### config.mk
export PLATFORM = sky130hd
export DESIGN_NAME = pulse_gen_multi
export DESIGN_NICKNAME = d
export VERILOG_FILES = /design/src/rtl/pulse_gen_multi.sv
export SDC_FILE = /design/constraint.sdc
export NUM_CORES = 1
export LEC_CHECK = 0
export BUFFER_PORTS_ARGS = -buffer_cell sky130_fd_sc_hd__buf_2
export CAP_MARGIN = 10
export CELL_PAD_IN_SITES_DETAIL_PLACEMENT = 0
export CELL_PAD_IN_SITES_GLOBAL_PLACEMENT = 1
export CORE_MARGIN = 5
export CORE_UTILIZATION = 49
export DETAILED_ROUTE_END_ITERATION = 10
export PLACE_DENSITY_LB_ADDON = 0.2
export SYNTH_ARGS = -nofsm -noshare
export SYNTH_HDL_FRONTEND = slang
export SYNTH_SLANG_ARGS = --single-unit
export TNS_END_PERCENT = 30
### constraint.sdc
create_clock -name clk -period 5.44 [get_ports clk]
set_input_delay 0.272 -clock clk [delete_from_list [all_inputs] [get_ports clk]]
set_output_delay 0.272 -clock clk [all_outputs]
set_load 0.005 [all_outputs]
### src/rtl/pulse_gen_multi.sv
// pulse_gen_multi: CHANNELS independent programmable tick generators, periodic or one-shot, period T+1.
// Optional per-channel square-wave divider outputs exist only when PGEN_DIV_OUT_EN is defined.
module pulse_gen_multi #(
    parameter int CHANNELS   = 4,
    parameter int WIDTH      = 17,
    parameter int DEFAULT_TC = 99_999
) (
    input  logic                clk,
    input  logic                reset,
    input  logic [CHANNELS-1:0] enable,
    input  logic [CHANNELS-1:0] oneshot,
    input  logic [CHANNELS-1:0] start,
    input  logic                load,
    input  logic [3:0]          load_ch,
    input  logic [WIDTH-1:0]    load_tc,
    output logic [CHANNELS-1:0] pulse,
    output logic [CHANNELS-1:0] busy,
    output logic [CHANNELS-1:0] div_out
);

    typedef enum logic {
        IDLE = 1'b0,
        RUN  = 1'b1
    } state_t;

    state_t              state_q [CHANNELS];
    state_t              state_d [CHANNELS];
    logic [WIDTH-1:0]    cnt_q   [CHANNELS];
    logic [WIDTH-1:0]    cnt_d   [CHANNELS];
    logic [WIDTH-1:0]    tc_q    [CHANNELS];
    logic [WIDTH-1:0]    tc_d    [CHANNELS];
    // Mode captured at RUN entry so a mid-run oneshot change waits for the next start.
    logic [CHANNELS-1:0] mode_q;
    logic [CHANNELS-1:0] mode_d;

    always_comb begin
        for (int i = 0; i < CHANNELS; i++) begin
            busy[i]  = (state_q[i] == RUN);
            pulse[i] = (state_q[i] == RUN) && (cnt_q[i] == tc_q[i]);
        end
    end

    always_comb begin
        mode_d = mode_q;
        for (int i = 0; i < CHANNELS; i++) begin
            state_d[i] = state_q[i];
            cnt_d[i]   = '0;
            tc_d[i]    = tc_q[i];
            case (state_q[i])
                IDLE: begin
                    if (enable[i] && (!oneshot[i] || start[i])) begin
                        state_d[i] = RUN;
                        mode_d[i]  = oneshot[i];
                    end
                end
                RUN: begin
                    if (!enable[i] || (mode_q[i] && pulse[i])) begin
                        state_d[i] = IDLE;
                    end else if (!pulse[i]) begin
                        cnt_d[i] = cnt_q[i] + WIDTH'(1);
                    end
                end
                default: state_d[i] = IDLE;
            endcase
            // Out-of-range load_ch matches no channel and is dropped.
            if (load && (load_ch == 4'(i))) begin
                tc_d[i]  = load_tc;
                cnt_d[i] = '0;
            end
        end
    end

    always_ff @(posedge clk or posedge reset) begin
        if (reset) begin
            for (int i = 0; i < CHANNELS; i++) begin
                state_q[i] <= IDLE;
                cnt_q[i]   <= '0;
                tc_q[i]    <= WIDTH'(DEFAULT_TC);
            end
            mode_q <= '0;
        end else begin
            for (int i = 0; i < CHANNELS; i++) begin
                state_q[i] <= state_d[i];
                cnt_q[i]   <= cnt_d[i];
                tc_q[i]    <= tc_d[i];
            end
            mode_q <= mode_d;
        end
    end

`ifdef PGEN_DIV_OUT_EN
    logic [CHANNELS-1:0] div_q;
    logic [CHANNELS-1:0] div_d;

    always_comb begin
        div_d = div_q ^ pulse;
    end

    always_ff @(posedge clk or posedge reset) begin
        if (reset) begin
            div_q <= '0;
        end else begin
            div_q <= div_d;
        end
    end

    assign div_out = div_q;
`else
    assign div_out = '0;
`endif

endmodule

---- Word-level counts from Yosys, hierarchy flattened ----
Index checks and enable logic that the tools add are counted.
word-level totals
  word-level logic and storage cells ...... 96
  input port bits ......................... 36
  output and inout bits ................... 12
  flip-flop bits (word level) ............. 144
operators by class
  add/sub/neg operators ................... 4
  reduce and logical (&&, ||, !) cells .... 37
  mux-type cells .......................... 28
  bitwise logic cells ..................... 4
  equality and inequality tests ........... 7
operator list
  cell                                                             count
  17-bit two-way mux                                               16
  17-bit by 1-bit adder with 17-bit output, second input constant  4
  17-bit == test                                                   4
  1-bit logical AND                                                16
  4-bit by 2-bit == test with 1-bit output, second input constant  2
  1-bit logical NOT                                                8
  1-bit logical OR                                                 8
  1-bit two-way mux                                                8
  1-bit one-hot mux with 2 select lines                            4
  2-bit AND reduction                                              4
  4-bit by 1-bit == test with 1-bit output, second input constant  1
  4-bit logical NOT                                                1
  1-bit inverter                                                   4

---- Longest topological paths before layout ----
Gate-level depths: netlist of run 1.
  depth in word-level cells ............... 7
  depth in mapped cells ................... 7
  depth with buffers taken out ............ 6

---- Worst setup path after synthesis of run 1 ----
No wires, ideal clock.
  kind .................................... reg2out
  from .................................... reg cnt_q[8] in the netlist's numbering
  to ...................................... out pulse[3]
  cell stages (with the launch flop) ...... 6
  setup slack ............................. 3.424 ns
  buffers on the path ..................... 1
  data required time ...................... 5.168 ns
  arrival ................................. 1.744 ns
  cells stage by stage .................... dfrtp_1 -> nor2b_1 -> a221o_1 -> or4_4 -> nor3_4 -> buf_6
between the ends
  longest elaborated chain between the ends .. 2
RTL lines
  item                             line  RTL
  start, declared                  28    logic [WIDTH-1:0] cnt_q [CHANNELS];
  start signal, assigned by index  84    cnt_q[i] <= cnt_d[i];
  17-bit == test                   39    pulse[i] = (state_q[i] == RUN) && (cnt_q[i] == tc_q[i]);
  1-bit logical AND                39
  end, declared                    16    output logic [CHANNELS-1:0] pulse,
No other way between the ends.

---- Worst setup path after layout of run 1 ----
  from .................................... reg cnt_q[1] in the netlist's numbering
  to ...................................... out pulse[3]
Same word-level chain as after synthesis.

==> impl_metrics.tcl, run 1 <==
set metrics [dict create \
    fmax_mhz 353 \
    worst_ep_required_time_ps 5170 \
    top_level_ports 48 \
    synth_top_area_frac 0.378 \
    areaGrowthSynthToFinish_pct 14.9 \
    grt_start_max_net_pins 102 \
    hp-class "input pin to asynchronous set/reset pin" \
    top_layer_used "met4" \
    multi_input_area_mm2 0.00306 \
    maxSlewViolCount 0 \
    endpoint_kind "output pin" \
    swShare 0.234 \
    power.internal_uw 2240 \
    layout.cells.most_common "dfrtp_1" \
    critical_path_class "flop to output pin" \
    finalPower_uw 2920 \
    htreeDepth 4 \
    hold_violations 0 \
    status "finished, final reports clean" \
    drt-initial-drc-count 238 \
    powerDensity_mw_per_mm2 370 \
    seqCellArea_mm2 0.00365 \
    synthCells 606 \
    grt_pass1_wl_mm 24.8 \
    grt_use_total 0.195 \
    yosysTopAreaCell "dfrtp_1" \
    port-buffer-count 43 \
    cp-start-kind "flop" \
    firstDrtPassIters 5 \
    max_stage_delay_ps 560 \
    final_area_mm2 0.00790 \
    syn-mean-instance-area_um2 11.3 \
    seq_area_frac_synth 0.531 \
    synthFlopType "dfrtp_1" \
    root_buffer "clkbuf_16" \
    place_inst 819 \
    die_x_um 128 \
    holdBufCountCts 0 \
    postCtsSetupBuffers 0 \
    cts_buffer_depth 2 \
    clk_pin_slew_ps 60 \
    gp_congestion 0.807 \
    ys_seq_elements 144 \
    r2r_start "tc_q[60]$_DFFE_PP1P_" \
    drc_errors 0 \
    viasPerCell 5.28 \
    dpl.hpwl_mm 10.5 \
    path_cells "inv_1, a221o_1, or4_4, nor3_4, buf_2" \
    fin_skew_ps 5.31 \
    async_reset_ff_frac 1.00 \
    layout.nets 698 \
    cts_sinks 144 \
    wl_met1_mm 7.16 \
    synth_area_mm2 0.00688 \
    rsz0062_at_grt "no" \
    ys_warn_count 0 \
    cts_resized 0 \
    n_antenna_cell 0 \
    fin_cells 851 \
    drive_gt1_frac 0.280 \
    period_needed_ps 2830 \
    arrival_ps 2560 \
    final_antenna_net_count 0 \
    cp_slowest_cell "nor3_4" \
    pwr-share-comb 0.113 \
    pwr-share-clk 0.425 \
    grt.overflow.total 0 \
    drt-total-wl_mm 15.0 \
    wl_met3_um 567 \
    p_seq_frac 0.463 \
    fin_crit_sh 0.521 \
    vdd_drop_max_mv 0.271 \
    n_fill_cell 1153 \
    ys_types 45 \
    grt_antenna_before_repair 0 \
    path_max_fanout 19 \
    initial_core_util 0.497 \
    fin_tns_setup_ps 0 \
    synth_edf_count 0 \
    route.met2.wl_mm 7.12 \
    finish.utilization 0.572 \
    die-area_mm2 0.0165 \
    rows 43 \
    clk_latency_ps 410 \
    cts-buffers-inserted 17 \
    netlist_top_cells_area "dfrtp_1 (38%), dfstp_2 (15%), mux2_2 (11%)" \
    setup_viol 0 \
    placed_cell_area_mm2 0.00727 \
    mostFrequentLayoutCells "dfrtp_1 (104), xnor2_1 (72), nor2_1 (69)" \
    relSlewSlack 0.218 \
    routedWlPerCell_um 17.6 \
    cts_tree "yes" \
    startpoint "cnt_q[1]$_DFF_PP0_" \
    p_switching_uw 684 \
    floorplan.core_area_mm2 0.0138 \
    grt_pass1_vias 4655 \
    worst_slew_pin_slew_ps 1160 \
    p_leak_uw 0.00325 \
    vias 4496 \
    maxCapViolations 0 \
    die_h_um 128 \
]
[layer usage]
metal | vias to the layer above | track usage
met5 | - | 0
met4 | 0 | 0.0506
met3 | 11 | 0.0440
met2 | 69 | 0.307
met1 | 2232 | 0.273
li1 | 2184 | -
[through the flow]
stage | hold slack (ps) | worst slack, ps
CTS | 76.4 | 2590
global placement | 429 | 3060
finish | 61.4 | 2610
detailed placement | 443 | 3040
global route | 103 | 2490
floorplan | 376 | 1370
[power groups by stage]
stage | Clock [uW] | Sequential, uW | Combinational [uW]
after floorplan | 0 | 1340 | 260
after CTS | 1250 | 1350 | 335
after detailed placement | 0 | 1370 | 333
after global placement | 0 | 1360 | 323
final | 1240 | 1350 | 329
after global routing | 1310 | 1370 | 368
[cell families (layout without fill, tap and decap cells)]
logic type | after synthesis | after routing | synth area share
AND/OR/NAND/NOR | 207 | 207 | 0.148
AO/OA/AOI/OAI | 25 | 25 | 0.0258
XOR/XNOR | 121 | 121 | 0.154
buffers and inverters | 38 | 100 | 0.0251
adder cells (fa/ha/maj) | 4 | 4 | 0.00728
other | 1 | 4 | 0.000545
flip-flops | 144 | 144 | 0.531
multiplexers | 66 | 66 | 0.108
[sequential cells by signal, indices dropped and copies added, names as in the netlist]
register / cells
mode_q: 4
tc_q: 68
cnt_q: 68
busy: 4
[critical path: cells and delay by family, from the launching register on]
kind,cells,cell delay [ps]
flops,1,420
compound gates,1,340
buf+inv,2,300
simple gates,2,1080
[synthesized netlist by cell type (3+ instances only)]
library cell	instances
nor4_1	10
nor3b_1	3
inv_1	21
buf_4	4
nor3_1	22
ha_1	4
o31ai_1	3
o21ai_0	3
nand2b_1	3
xnor2_1	72
dfstp_2	40
nor2_1	69
clkbuf_1	5
mux2_2	66
nand2_1	31
xor2_1	49
nand4_1	21
nand3_1	29
dfrtp_1	104
nor2b_1	4
a31oi_1	8
buf_2	6
and3_1	4
and4_1	4
[final timing paths]
kind | slack, ps | end | depth (start not counted)
setup / recovery | 2610 | pulse[3] | 5
hold reg to reg | 450 | busy[2]$_DFF_PP0_ | 1
setup reg to reg | 3050 | cnt_q[65]$_DFF_PP0_ | 5
min in group clk | 90 | mode_q[1]$_DFFE_PP0P_ | 2
hold / removal | 60 | cnt_q[13]$_DFF_PP0_ | 2
max in group asynchronous | 4260 | tc_q[58]$_DFFE_PP1P_ | 3
[layout make-up]
class,count,area share
sequential,144,0.462
multi-input combinational,427,0.388
clock buffer,22,0.0600
timing repair buffer,47,0.0310
tap,180,0.0285
clock inverter,10,0.0199
inverter,21,0.0106
No activity file was read; power rests on OpenSTA's default activity.
==> run 2, diff against run 1 <==
ABC_AREA = 1   (was default)
CORE_UTILIZATION = 41   (was 49)
clock period = 2.6 ns   (was 5.44 ns; I/O delays follow)
==> impl_metrics.tcl, run 2 <==
set metrics [dict create \
    status "finished, final reports clean" \
    dpl.hpwl_mm 15.4 \
    rsz0062_at_grt "no" \
    yosys.area_share.simple 0.323 \
    fin_crit_sh 0.829 \
    synth_top_area_frac 0.321 \
    synth_top_family_by_area "simple AND/OR/NAND/NOR gates" \
    areaGrowthSynthToFinish_pct 14.4 \
    clk_pin_slew_ps 60 \
    r2r_start "cnt_q[0]$_DFF_PP0_" \
    floorplan.core_area_mm2 0.0195 \
    n_antenna_cell 0 \
    cts_resized 0 \
    relSlewSlack 0.537 \
    yosys-top-cells-count "nand2_1 (324), inv_1 (166), nor2_1 (161)" \
    ys_warn_count 0 \
    die_x_um 151 \
    maxSlewViolCount 0 \
    synthCells 1119 \
    grt_start_max_net_pins 64 \
    drt-total-wl_mm 20.8 \
    cts_buffer_depth 2 \
    routedWlPerCell_um 14.3 \
    netlist_top_cells_area "dfrtp_1 (32%), nand2_1 (15%), dfstp_2 (13%)" \
    die-area_mm2 0.0227 \
    fin_skew_ps 9.80 \
    grt.overflow.total 0 \
    synthXorXnorAreaFrac 0.0593 \
    synthFlopType "dfrtp_1" \
    period_needed_ps 2150 \
    firstDrtPassIters 4 \
    grt_pass1_vias 6677 \
    critical_path_class "flop to output pin" \
    finish.utilization 0.477 \
    cp-start-kind "flop" \
    synth_most_common_cell "nand2_1" \
    worst_slew_pin_slew_ps 692 \
    seqCellArea_mm2 0.00365 \
    syn-mean-instance-area_um2 7.25 \
    hold_violations 0 \
    hp-class "input pin to flop" \
    endpoint_kind "output pin" \
    maxCapViolations 0 \
    vias 6819 \
    grt_antenna_before_repair 0 \
    grt_pass1_wl_mm 34.8 \
    n_fill_cell 1985 \
    finalPower_uw 6360 \
    ys_seq_elements 144 \
    synth-compound-area-share 0.0637 \
    drc_errors 0 \
    viasPerCell 4.70 \
    root_buffer "clkbuf_16" \
    initial_core_util 0.417 \
    seq_area_frac_synth 0.450 \
    worst_ep_required_time_ps 2470 \
    startpoint "tc_q[67]$_DFFE_PP1P_" \
    layout.cells.most_common "nand2_1" \
    hold_start "enable[2]" \
    grt_use_total 0.196 \
    cts-buffers-inserted 17 \
    synth.area.mux_share 0 \
    reg_top3 "cnt_q (68), tc_q (68)" \
    path_max_fanout 18 \
    layout.nets 1212 \
    clk_latency_ps 420 \
    final_antenna_net_count 0 \
    p_leak_uw 0.00441 \
    port-buffer-count 43 \
    mostFrequentLayoutCells "nand2_1 (324), inv_1 (165), nor2_1 (161)" \
    vdd_drop_max_mv 0.447 \
    multi_input_area_mm2 0.00369 \
    async_reset_ff_frac 1.00 \
    gp_congestion 0.857 \
    powerDensity_mw_per_mm2 686 \
    drt-initial-drc-count 430 \
    die_h_um 151 \
    rows 51 \
    fin_tns_setup_ps 0 \
    drive_gt1_frac 0.129 \
    fmax_mhz 464 \
    synth_edf_count 0 \
    setup_viol 0 \
    cts_tree "yes" \
    postCtsSetupBuffers 0 \
    cts_sinks 144 \
    top_level_ports 48 \
    yosysTopAreaCell "dfrtp_1" \
    htreeDepth 4 \
    synth_area_mm2 0.00812 \
    synthAdderAreaFrac 0.00617 \
    ys_types 36 \
    arrival_ps 2020 \
]
run 2: cell count changes after synthesis, sizes merged, moves of 6 or more:
cell	previous run	this run
nand2	31	329
inv	21	173
nor2	69	168
o21ai	5	91
mux2	66	0
xnor2	72	15
nand3	29	60
xor2	49	40
a31oi	8	0
clkbuf	5	13
nor4	10	2
or2	0	6
run 2: final cells by class:
| type | instances | share of cell area |
|---|---|---|
| clock buffer | 20 | 0.0492 |
| sequential | 144 | 0.394 |
| clock inverter | 12 | 0.0170 |
| tap | 265 | 0.0357 |
| timing repair buffer | 54 | 0.0361 |
| inverter | 173 | 0.0704 |
| multi-input combinational | 782 | 0.398 |
run 2: worst max-delay path, cell delays in order, from the launching register on:
cell and delay [ps]:
dfstp_2 540, inv_1 40, nand2_1 50, nand2_1 50, nor2_1 110, nand2_1 90, nor2_2 120, nand3_2 360
inv_1 130, buf_2 120
run 2: path summary, 6_finish.rpt:
kind	to	slack (ps)	cells after the start
worst max-delay path	pulse[0]	450	9
worst max register to register	cnt_q[14]$_DFF_PP0_	830	8
worst min register to register	tc_q[30]$_DFFE_PP0P_	490	2
worst min-delay path	busy[2]$_DFF_PP0_	20	3
max in group asynchronous	tc_q[51]$_DFFE_PP1P_	1450	4
min in group asynchronous	cnt_q[65]$_DFF_PP0_	360	3
run 2: logic make-up (layout without fill, tap and decap cells):
kind of cell / Yosys count / after routing
compound gates: 100 / 100
fa+ha+maj: 4 / 4
xor+xnor: 55 / 55
buf+inv: 196 / 259
flops: 144 / 144
simple gates: 619 / 619
other cells: 1 / 4
run 2: timing repair:
action	in CTS	in global routing
endpoints found under the hold margin	23	0
endpoints found under the setup margin	0	0
hold buffers	5	0
run 2: where the power goes:
group / switching (uW) / internal [uW]
clock: 994 / 1570
combinational: 604 / 388
sequential: 222 / 2590
run 2: metal layers:
layer / vias to the layer above / wire length, um / track usage
met5: - / 0 / 0
met4: 0 / 164 / 0.0385
met1: 3142 / 10700 / 0.288
li1: 3556 / - / -
met2: 107 / 9270 / 0.305
met3: 14 / 662 / 0.0355
run 2: through the flow:
stage / instance area (um2) / hold slack [ps] / setup WS, ps / std cells
6_report: 9280 / 17.4 / 445 / 1450
5_1_grt: 9280 / 40.0 / 218 / 1450
4_1_cts: 9280 / 7.95 / 430 / 1450
3_5_place_dp: 8620 / 280 / 830 / 1413
3_3_place_gp: 8620 / 284 / 835 / 1413
2_1_floorplan: 8130 / 286 / 698 / 1122
==> run 3, diff against run 2 <==
ABC_AREA = 0   (was 1)
CORE_UTILIZATION = 49   (was 41)
clock period = 2 ns   (was 2.6 ns; I/O delays follow)
==> impl_metrics.tcl, run 3 (synthesis gave the netlist of run 1 again) <==
set metrics [dict create \
    dpl.hpwl_mm 10.7 \
    layout.nets 731 \
    rsz0062_at_grt "yes" \
    power.internal_uw 6300 \
    fin_crit_sh 1.10 \
    fin_ws_ps -199 \
    period_needed_ps 2200 \
    cts_buffer_depth 2 \
    grt_use_total 0.199 \
    drt-total-wl_mm 15.3 \
    p_seq_frac 0.449 \
    htreeDepth 4 \
    die_h_um 128 \
    violations "setup timing" \
    vias 4692 \
    n_antenna_cell 0 \
    die-area_mm2 0.0165 \
    reg_top3 "cnt_q (68), tc_q (68)" \
    r2r_setup_slack_ps 0 \
    arrival_ps 2100 \
    hold_end "tc_q[24]$_DFFE_PP1P_" \
    place_inst 831 \
    final_antenna_net_count 0 \
    hold_violations 0 \
    top_level_ports 48 \
    maxCapViolations 0 \
    grt.overflow.total 0 \
    fmax_mhz 455 \
    initial_core_util 0.497 \
    grt_antenna_before_repair 0 \
    cts_sinks 144 \
    maxSlewViolCount 0 \
    endpoint_kind "output pin" \
    hold_start "load_tc[7]" \
    max_stage_delay_ps 530 \
    p_leak_uw 0.00346 \
    root_buffer "clkbuf_16" \
    n_fill_cell 1149 \
    fin_cells 884 \
    grt_start_max_net_pins 48 \
    drive_gt1_frac 0.308 \
    p_switching_uw 1910 \
    status "finished, violations left" \
    gp_congestion 0.847 \
    cp-start-kind "flop" \
    relSlewSlack 0.611 \
    rows 43 \
    r2r_start "cnt_q[8]$_DFF_PP0_" \
    cts-buffers-inserted 17 \
    worst_slew_pin_slew_ps 583 \
    cts_tree "yes" \
    clk_pin_slew_ps 60 \
    grt_pass1_vias 4883 \
    setup_viol 4 \
    fin_tns_setup_ps -303 \
    whs_ps 12.5 \
    layout.cells.most_common "dfrtp_1" \
    firstDrtPassIters 4 \
    critical_path_class "flop to output pin" \
    clk_latency_ps 420 \
    hp-class "input pin to flop" \
    finish.utilization 0.603 \
    swShare 0.233 \
    grt_pass1_wl_mm 25.4 \
    drc_errors 0 \
    powerDensity_mw_per_mm2 984 \
    pwr-share-comb 0.120 \
    path_max_fanout 3 \
    fin_skew_ps 7.57 \
    drt-initial-drc-count 296 \
    pwr-share-clk 0.431 \
    r2r_end "cnt_q[9]$_DFF_PP0_" \
    cp_slowest_cell "or4_4" \
    ff2ff_path_depth 7 \
    die_x_um 128 \
    worst_ep_required_time_ps 1900 \
    areaGrowthSynthToFinish_pct 21.2 \
    vdd_drop_max_mv 0.631 \
    viasPerCell 5.31 \
    floorplan.core_area_mm2 0.0138 \
    finalPower_uw 8200 \
    min_path_cells 2 \
    mostFrequentLayoutCells "dfrtp_1 (103), xnor2_1 (70), nor2_1 (68)" \
    path_cells "nor2b_1, a221o_1, or4_4, nor3_4, buf_12, buf_2" \
    routedWlPerCell_um 17.3 \
    port-buffer-count 43 \
]
run 3: cell count changes in the layout (fill, tap and decap cells not counted), moves of 8 or more:
cell,change
nand2_1,-293
inv_1,-145
nor2_1,-93
o21ai_0,-88
mux2_2,+66
xnor2_1,+55
nand3_1,-25
buf_4,+15
dlygate4sd3_1,+9
xor2_1,+9
a31oi_1,+8
run 3: worst max-delay path by stage:
stage,start,end,slack (ps)
floorplan,cnt_q[8]$_DFF_PP0_,cnt_q[10]$_DFF_PP0_,70
global placement,cnt_q[8]$_DFF_PP0_,pulse[3],180
detailed placement,cnt_q[9]$_DFF_PP0_,pulse[3],140
CTS,cnt_q[8]$_DFF_PP0_,pulse[3],-280
global route,tc_q[4]$_DFFE_PP1P_,pulse[3],-300
finish,cnt_q[8]$_DFF_PP0_,pulse[3],-200
run 3: worst max-delay path: cells and delay by family, from the launching register on:
kind	cells	cell delay, ps
and+or+nand+nor	3	840
DFF	1	370
AOI/OAI and AO/OA	1	250
buffers and inverters	2	230
run 3: power groups by stage:
stage | sequential (uW) | combinational (uW) | clock [uW]
2_1_floorplan | 3630 | 708 | 0
3_3_place_gp | 3710 | 898 | 0
3_5_place_dp | 3720 | 923 | 0
4_1_cts | 3680 | 975 | 3590
5_1_grt | 3720 | 1090 | 3720
6_report | 3680 | 987 | 3530
run 3: final cells by class:
| cell class | instances | area, um2 | share of cell area |
|---|---|---|---|
| sequential | 144 | 3650 | 0.439 |
| clock buffer | 21 | 480 | 0.0576 |
| inverter | 21 | 82.6 | 0.00991 |
| clock inverter | 11 | 183 | 0.0219 |
| tap | 180 | 225 | 0.0270 |
| multi-input combinational | 427 | 3120 | 0.375 |
| timing repair buffer | 80 | 584 | 0.0701 |
run 3: metrics by stage:
| stage | cell area (um2) | setup WS, ps |
|---|---|---|
| after global routing | 8330 | -301 |
| after floorplan | 6890 | 70.8 |
| final | 8330 | -199 |
| after detailed placement | 7410 | 139 |
| after global placement | 7410 | 183 |
| after CTS | 8260 | -283 |
run 3: per-layer routing:
layer | global-route usage | vias up | part of all wire
li1 | - | 2247 | -
met1 | 0.269 | 2359 | 0.47
met2 | 0.324 | 70 | 0.50
met3 | 0.0452 | 16 | 0.029
met4 | 0.0562 | 0 | 0.0091
met5 | 0 | - | 0
run 3: timing repair:
| item | 4_1_cts | 5_1_grt |
|---|---|---|
| buffers inserted | 3 | 4 |
| cloned | 0 | 0 |
| gates resized for setup | 3 | 9 |
| pin swaps | 2 | 11 |
| endpoints found under the setup margin | 4 | 20 |
| endpoints found under the hold margin | 62 | 0 |
| hold buffers | 14 | 0 |
